<file path="src/rtl/pc_seq.sv">
// Program counter sequencer with a return-address stack.
// Supports increment, conditional relative branch, absolute jump, call and return,
// with sticky overflow/underflow flags for stack misuse.
module pc_seq #(
    parameter int unsigned    AW       = 16,
    parameter int unsigned    DW       = 8,
    parameter int unsigned    DEPTH    = 4,
    parameter logic [AW-1:0]  RESET_PC = '0,
    localparam int unsigned   PW       = $clog2(DEPTH),
    localparam int unsigned   LW       = PW + 1
) (
    input  logic          clk,
    input  logic          rst,
    input  logic          en,
    input  logic [2:0]    op,
    input  logic          cond,
    input  logic [DW-1:0] disp,
    input  logic [AW-1:0] target,
    input  logic          clr_err,
    output logic [AW-1:0] pc,
    output logic [AW-1:0] link,
    output logic [LW-1:0] level,
    output logic          empty,
    output logic          full,
    output logic          ovf,
    output logic          unf
);

    typedef enum logic [2:0] {
        OpInc  = 3'b000,
        OpBr   = 3'b001,
        OpJmp  = 3'b010,
        OpCall = 3'b011,
        OpRet  = 3'b100
    } op_e;

    logic [AW-1:0] pc_q, pc_d;
    logic [LW-1:0] level_q, level_d;
    logic          ovf_q, ovf_d;
    logic          unf_q, unf_d;
    logic [AW-1:0] stack_q [DEPTH];
    logic [AW-1:0] stack_d [DEPTH];

    logic [AW-1:0] pc_inc;
    logic [AW-1:0] disp_sx;
    logic [PW-1:0] top_idx;
    logic          ovf_set;
    logic          unf_set;

    // Stack status and top-of-stack view; link is forced to 0 while empty so
    // stale storage never leaks out after a pop or reset.
    always_comb begin
        empty   = (level_q == '0);
        full    = (level_q == LW'(DEPTH));
        top_idx = PW'(level_q - LW'(1));
        link    = empty ? '0 : stack_q[top_idx];
    end

    // Next-state selection for pc, stack and error flags.
    always_comb begin
        pc_inc  = pc_q + AW'(1);
        disp_sx = AW'($signed(disp));
        pc_d    = pc_q;
        level_d = level_q;
        stack_d = stack_q;
        ovf_set = 1'b0;
        unf_set = 1'b0;
        if (en) begin
            case (op)
                OpInc: pc_d = pc_inc;
                OpBr:  pc_d = cond ? (pc_q + disp_sx) : pc_inc;
                OpJmp: pc_d = target;
                OpCall: begin
                    pc_d = target;
                    if (full) begin
                        ovf_set = 1'b1;
                    end else begin
                        // level_q < DEPTH here, so its low bits index the free slot
                        stack_d[level_q[PW-1:0]] = pc_inc;
                        level_d = level_q + LW'(1);
                    end
                end
                OpRet: begin
                    if (empty) begin
                        pc_d    = pc_inc;
                        unf_set = 1'b1;
                    end else begin
                        pc_d    = stack_q[top_idx];
                        level_d = level_q - LW'(1);
                    end
                end
                default: ;
            endcase
        end
        // A fresh error beats a simultaneous clear; clear works even with en=0.
        ovf_d = ovf_set | (ovf_q & ~clr_err);
        unf_d = unf_set | (unf_q & ~clr_err);
    end

    // Control state with asynchronous reset; stack contents are abandoned via level.
    always_ff @(posedge clk or negedge rst) begin
        if (!rst) begin
            pc_q    <= RESET_PC;
            level_q <= '0;
            ovf_q   <= 1'b0;
            unf_q   <= 1'b0;
        end else begin
            pc_q    <= pc_d;
            level_q <= level_d;
            ovf_q   <= ovf_d;
            unf_q   <= unf_d;
        end
    end

    // Stack storage needs no reset: entries above level are never observed.
    always_ff @(posedge clk) begin
        stack_q <= stack_d;
    end

    // Registered outputs.
    always_comb begin
        pc    = pc_q;
        level = level_q;
        ovf   = ovf_q;
        unf   = unf_q;
    end

endmodule

</file>
<file path="config.mk">
export PLATFORM = sky130hd
export DESIGN_NAME = pc_seq
export DESIGN_NICKNAME = d
export VERILOG_FILES = /design/src/rtl/pc_seq.sv
export SDC_FILE = /design/constraint.sdc
export NUM_CORES = 1
export LEC_CHECK = 0
export CORE_MARGIN = 3
export CORE_UTILIZATION = 45
export CTS_BUF_LIST = sky130_fd_sc_hd__clkbuf_8
export CTS_CLUSTER_SIZE = 40
export DETAILED_ROUTE_END_ITERATION = 10
export HOLD_SLACK_MARGIN = 0.05
export PLACE_DENSITY_LB_ADDON = 0.05
export SLEW_MARGIN = 20
export SYNTH_ARGS = -nofsm -noshare
export SYNTH_HDL_FRONTEND = slang
export SYNTH_SLANG_ARGS = --single-unit
</file>
<file path="constraint.sdc">
create_clock -name clk -period 3.6 [get_ports clk]
set_input_delay 0.36 -clock clk [delete_from_list [all_inputs] [get_ports clk]]
set_output_delay 0.36 -clock clk [all_outputs]
set_load 0.1 [all_outputs]
</file>
# Word-level counts from Yosys, hierarchy flattened
# Index checks and enable logic that the tools add are counted.
[classes]
add_sub_neg = 4
mul = 0
div_mod_pow = 0
order_cmp = 3
eq_ne = 7
shifts = 0
muxes = 19
bitwise = 8
n_reduce_logical = 9
[ops]
columns = ["operator", "count"]
rows = [
  ["16-bit 2-to-1 mux", 6],
  ["64-bit bitwise mux", 1],
  ["16-bit case mux with 4 select lines", 1],
  ["16-bit binary-select mux with 2-bit select", 1],
  ["16-bit demux with 2-bit select", 1],
  ["16-bit by 1-bit adder with 16-bit output, second input constant", 1],
  ["16-bit adder", 1],
  ["3-bit by 2-bit equality test with 1-bit output, second input constant", 2],
  ["3-bit equality test, second input constant", 2],
  ["3-bit >= comparator, second input constant", 2],
  ["3-bit zero test", 2],
  ["1-bit 2-to-1 mux", 6],
  ["3-bit 2-to-1 mux", 2],
  ["2-bit inverter with 3-bit output", 2],
  ["3-bit case mux with 2 select lines", 1],
  ["2-bit inequality test, second input constant", 2],
  ["4-bit AND reduction", 1],
  ["4-bit nonzero test", 1],
  ["3-bit by 1-bit adder with 3-bit output, second input constant", 1],
  ["3-bit by 1-bit equality test with 1-bit output, second input constant", 1],
  ["3-bit by 1-bit < comparator with 1-bit output, second input constant", 1],
  ["3-bit AND reduction", 1],
  ["3-bit by 1-bit subtractor with 3-bit output, second input constant", 1],
  ["1-bit AND", 2],
  ["other kinds (6)", 8],
]
[word_totals]
ff_bits = 85
latchBits = 0
mem_bits_rw = 0
romBits = 0
in_bits = 32
out_inout_bits = 39
memories = 0

# Longest topological paths before layout
[depth]
word_depth = 7
ltp_mapped = 11
ltp_nobuf = 9

# Worst setup path after synthesis
# OpenSTA, ideal clock, no wires.
[synth_timing]
path_kind = "register to register"
from = "reg level_q[0], in the netlist level[0]"
to = "reg pc_q[5], in the netlist pc[5]"
setup_time_ns = 0.071
arrival_time_ns = 4.375
t_required_ns = 3.529
path_slack_ns = -0.846
stages_incl_launch_ff = 11
path_buffers = 2
path_cell_list = "dfrtp_1 -> buf_6 -> buf_6 -> inv_1 -> ha_1 -> ha_1 -> nor2b_1 -> a221oi_1 -> o21ai_1 -> a31oi_1 -> nor2_1"
[synth_between]
elab_chain_cells = 7
elab_cells_between_ends = 8
classes_between = "1 x add/sub; 5 x mux; 1 x bitwise; 1 x reduce/logical"
[synth_lines]
columns = ["item", "line_no", "source"]
rows = [
  ["start: declaration", "38", "logic [LW-1:0] level_q, level_d;"],
  ["start signal: assignment", "109", "level_q <= level_d;"],
  ["3-bit by 1-bit subtractor with 3-bit output", "-", ""],
  ["named net top_idx[0]", "46", "logic [PW-1:0] top_idx;"],
  ["2-bit inverter with 3-bit output (implied by the code)", "88", "pc_d = stack_q[top_idx];"],
  ["16-bit binary-select mux with 2-bit select", "88", ""],
  ["16-bit 2-to-1 mux (implied by the code) (2 in a row)", "88", ""],
  ["16-bit 2-to-1 mux", "84", "if (empty) begin"],
  ["16-bit case mux with 4 select lines", "69", "case (op)"],
  ["end signal: assignment", "108", "pc_q <= pc_d;"],
  ["end: declaration", "37", "logic [AW-1:0] pc_q, pc_d;"],
]
# The timed path passes the listed nets, and every way through them passes these cells. The select of a mux whose other input is x is not followed.
# A chain may end at the register's enable or synchronous reset.

# Final worst setup path
[layout_timing]
from = "reg level_q[1], in the netlist level[1]"
to = "out link[10]"
[layout_between]
elab_chain_cells = 6
elab_cells_between_ends = 7
classes_between = "1 x add/sub; 4 x mux; 1 x bitwise; 1 x reduce/logical"
[layout_lines]
columns = ["item", "line_no", "source"]
rows = [
  ["3-bit by 1-bit subtractor with 3-bit output", "-", ""],
  ["2-bit inverter with 3-bit output (implied by the code)", "56", "link = empty ? '0 : stack_q[top_idx];"],
  ["16-bit binary-select mux with 2-bit select", "56", ""],
  ["16-bit 2-to-1 mux (implied by the code) (2 in a row)", "56", ""],
  ["16-bit 2-to-1 mux *", "56", ""],
  ["end: declaration", "21", "output logic [AW-1:0] link,"],
]
# Mark *: on every way between the ends. The rest lies on a longest branch, timed or not. The select of a mux whose other input is x is not followed.

==> results.cfg <==
[die]
coreArea_sq_um = 10400
initial_utilization_pct = 46.6
die_y_um = 110
num_rows = 37
die-area_sq_um = 12000
io_pins = 71
die_width_um = 110

[synthesis]
synth_mux_area_share_pct = 7.46
seq_area_frac_synth_pct = 50.6
async_flop_share_pct = 24.7
yosys.area.top_type = edfxtp_1
ys_ff_latch = 85
synth_cell_type_count = 60
synth_top_family_by_area = compound AO/OA/AOI/OAI gates
postSynthAreaPerCell_sq_um = 12.2
synthTopCellsByArea = edfxtp_1 (40%), dfrtp_1 (11%), mux4_2 (7.5%)
netlist_instances = 397
synth_xor_area_share_pct = 4.35
synthAdderAreaFrac_pct = 6.11
synth_edf_count = 64
syn_area_sq_um = 4830
synth-warning-count = 0
synth-simple-area-share_pct = 12.3
ys.flop_type = edfxtp_1
synth_compound_area_share_pct = 15.7
syn_nets = 452
synth_top_area_share_pct = 39.8

[clock_network]
cts_setup_buffers = 0
cts_hold_buf = 0
clock_latency_ns = 0.35
cts_resized = 0
cts_buffers = 9
clockBufferDepth = 2
cts_tree = done
clk_pin_slew_ns = 0.08
clock-sinks = 85
clockRootBuffer = clkbuf_8
htreeDepth = 3

[route]
vias = 3568
vias_per_cell = 5.82
postRouteAntennaNets = 0
wl_per_cell_um = 20.2
drt_iter0_markers = 204
drt_pass1_iterations = 5
drc = 0
routed_wl_mm = 12.4

[setup_path]
critPathKind = reg2out
cpPeakStageDelay_ns = 0.69
end_kind = output port
cp-start-kind = flop
arrival_ns = 2.54
cp_max_fo = 12
cp.required_ns = 3.24
path_cells = inv_1 > ha_1 > buf_4 > mux4_2 > nor2b_4 > buf_12
crit_slowest_cell = ha_1

[layout]
mostFrequentLayoutCell = edfxtp_1
drive_above_1_share_pct = 18.9
n_fill_cell = 862
nets = 527
n_antenna_cell = 0
final_cell_mix = edfxtp_1 (64), clkdlybuf4s50_1 (50), nor2_1 (33)
syn_to_final_growth_pct = 26.3
final_area_sq_um = 6100
regArea_sq_um = 2450
fin_cells = 613
multiInputGateArea_sq_um = 2310

[global_routing]
grtUsageTotal_pct = 22.2
grt_max_degree = 22
grt_pass1_vias = 3588
antenna_found_initial = 0
grt_pass1_wl_mm = 19.9
grt.overflow.total = 0

[timing]
fin_crit_ns = 2.90
max_freq_mhz = 345
rsz0062_at_grt = no
post-route-period-util_pct = 80.5
hold_ws_ns = 0.528
tns_ns = 0
final_max_slew_viol_count = 0
tightest_slew_ns = 0.980
slew_headroom_pct = 34.5
setup_viol = 0
hold_viol = 0
clock_skew_ns = 0.0142

[placed_design]
gp_congestion = 0.878
place_area_sq_um = 5910
dp.cells = 596
io_buffers = 70
dpl.hpwl_mm = 9.31

[job]
cap_violations = 0

[worst_hold_path]
min_path_type = in2async

[outcome]
status = finished, final reports clean
[synth_stat cells, types with 4 or more instances]
cell and number:
xnor2_1 16, o21a_1 5, nor2_1 33, inv_1 12, o21ai_0 19, a211oi_1 4
nand3_1 9, a221o_1 6, ha_1 22, a221oi_1 9, nor2b_1 17, nand2_1 22
dfrtp_1 21, and2_1 5, nand4_1 5, edfxtp_1 64, a21oi_1 19, a31oi_1 8
clkbuf_1 6, and3_1 4, xor2_1 8, mux4_2 16, buf_2 7
[layout make-up]
class	instances	area share, %
well taps	136	2.79
multi-input cells	282	37.9
flip-flops and latches	85	40.1
repair buffers	82	15.4
inverters	12	0.738
clock inverters	7	1.07
clock buffers	9	2.03
[worst paths after layout]
path / start / slack, ns / to / cells after the start
min reg2reg: unf$_DFF_PN0_ / 0.55 / unf$_DFF_PN0_ / 2
max: level[1]$_DFFE_PN0P_ / 0.70 / link[10] / 6
min: rst / 0.53 / level[2]$_DFFE_PN0P_ / 2
min in group clk: unf$_DFF_PN0_ / 0.55 / unf$_DFF_PN0_ / 2
max reg2reg: level[1]$_DFFE_PN0P_ / 0.93 / pc[14]$_DFFE_PN0P_ / 7
max in group asynchronous: rst / 2.71 / pc[8]$_DFFE_PN0P_ / 2
[stage by stage]
stage	utilization, %	setup slack (ns)
final	58.9	0.704
after floorplan	-	0.0574
after CTS	58.8	0.654
after global placement	57.0	0.795
after detailed placement	57.0	0.766
after global routing	58.9	0.583
[state kept, by name, summed over array words and instances, names as in the netlist]
signal	count
ovf	1
pc	16
unf	1
stack_q	64
level	3
[critical path, delay by kind of cell (launching register included)]
kind          cells  cell delay, ns
fa+ha+maj         1            0.69
buf+inv           3            0.55
flops             1            0.43
mux               1            0.37
simple gates      1            0.16
[layer usage]
| metal | vias to the layer above | track usage (%) | share of wire (%) | wire [um] |
|---|---|---|---|---|
| li1 | 1681 | - | - | - |
| met1 | 1795 | 32.9 | 47 | 5780 |
| met2 | 86 | 35.3 | 49 | 6050 |
| met3 | 6 | 2.82 | 3.6 | 449 |
| met4 | 0 | 4.36 | 0.77 | 95 |
| met5 | - | 0 | 0 | 0 |
[kinds of logic after synthesis]
family / Yosys count
buf+inv: 30
fa+ha+maj: 23
compound gates: 105
mux: 16
simple gates: 114
flops: 85
xor+xnor: 24
Power is left out: the tool's default activity adds up to more than one toggle a clock period on the data nets, which glitch-free logic cannot reach.
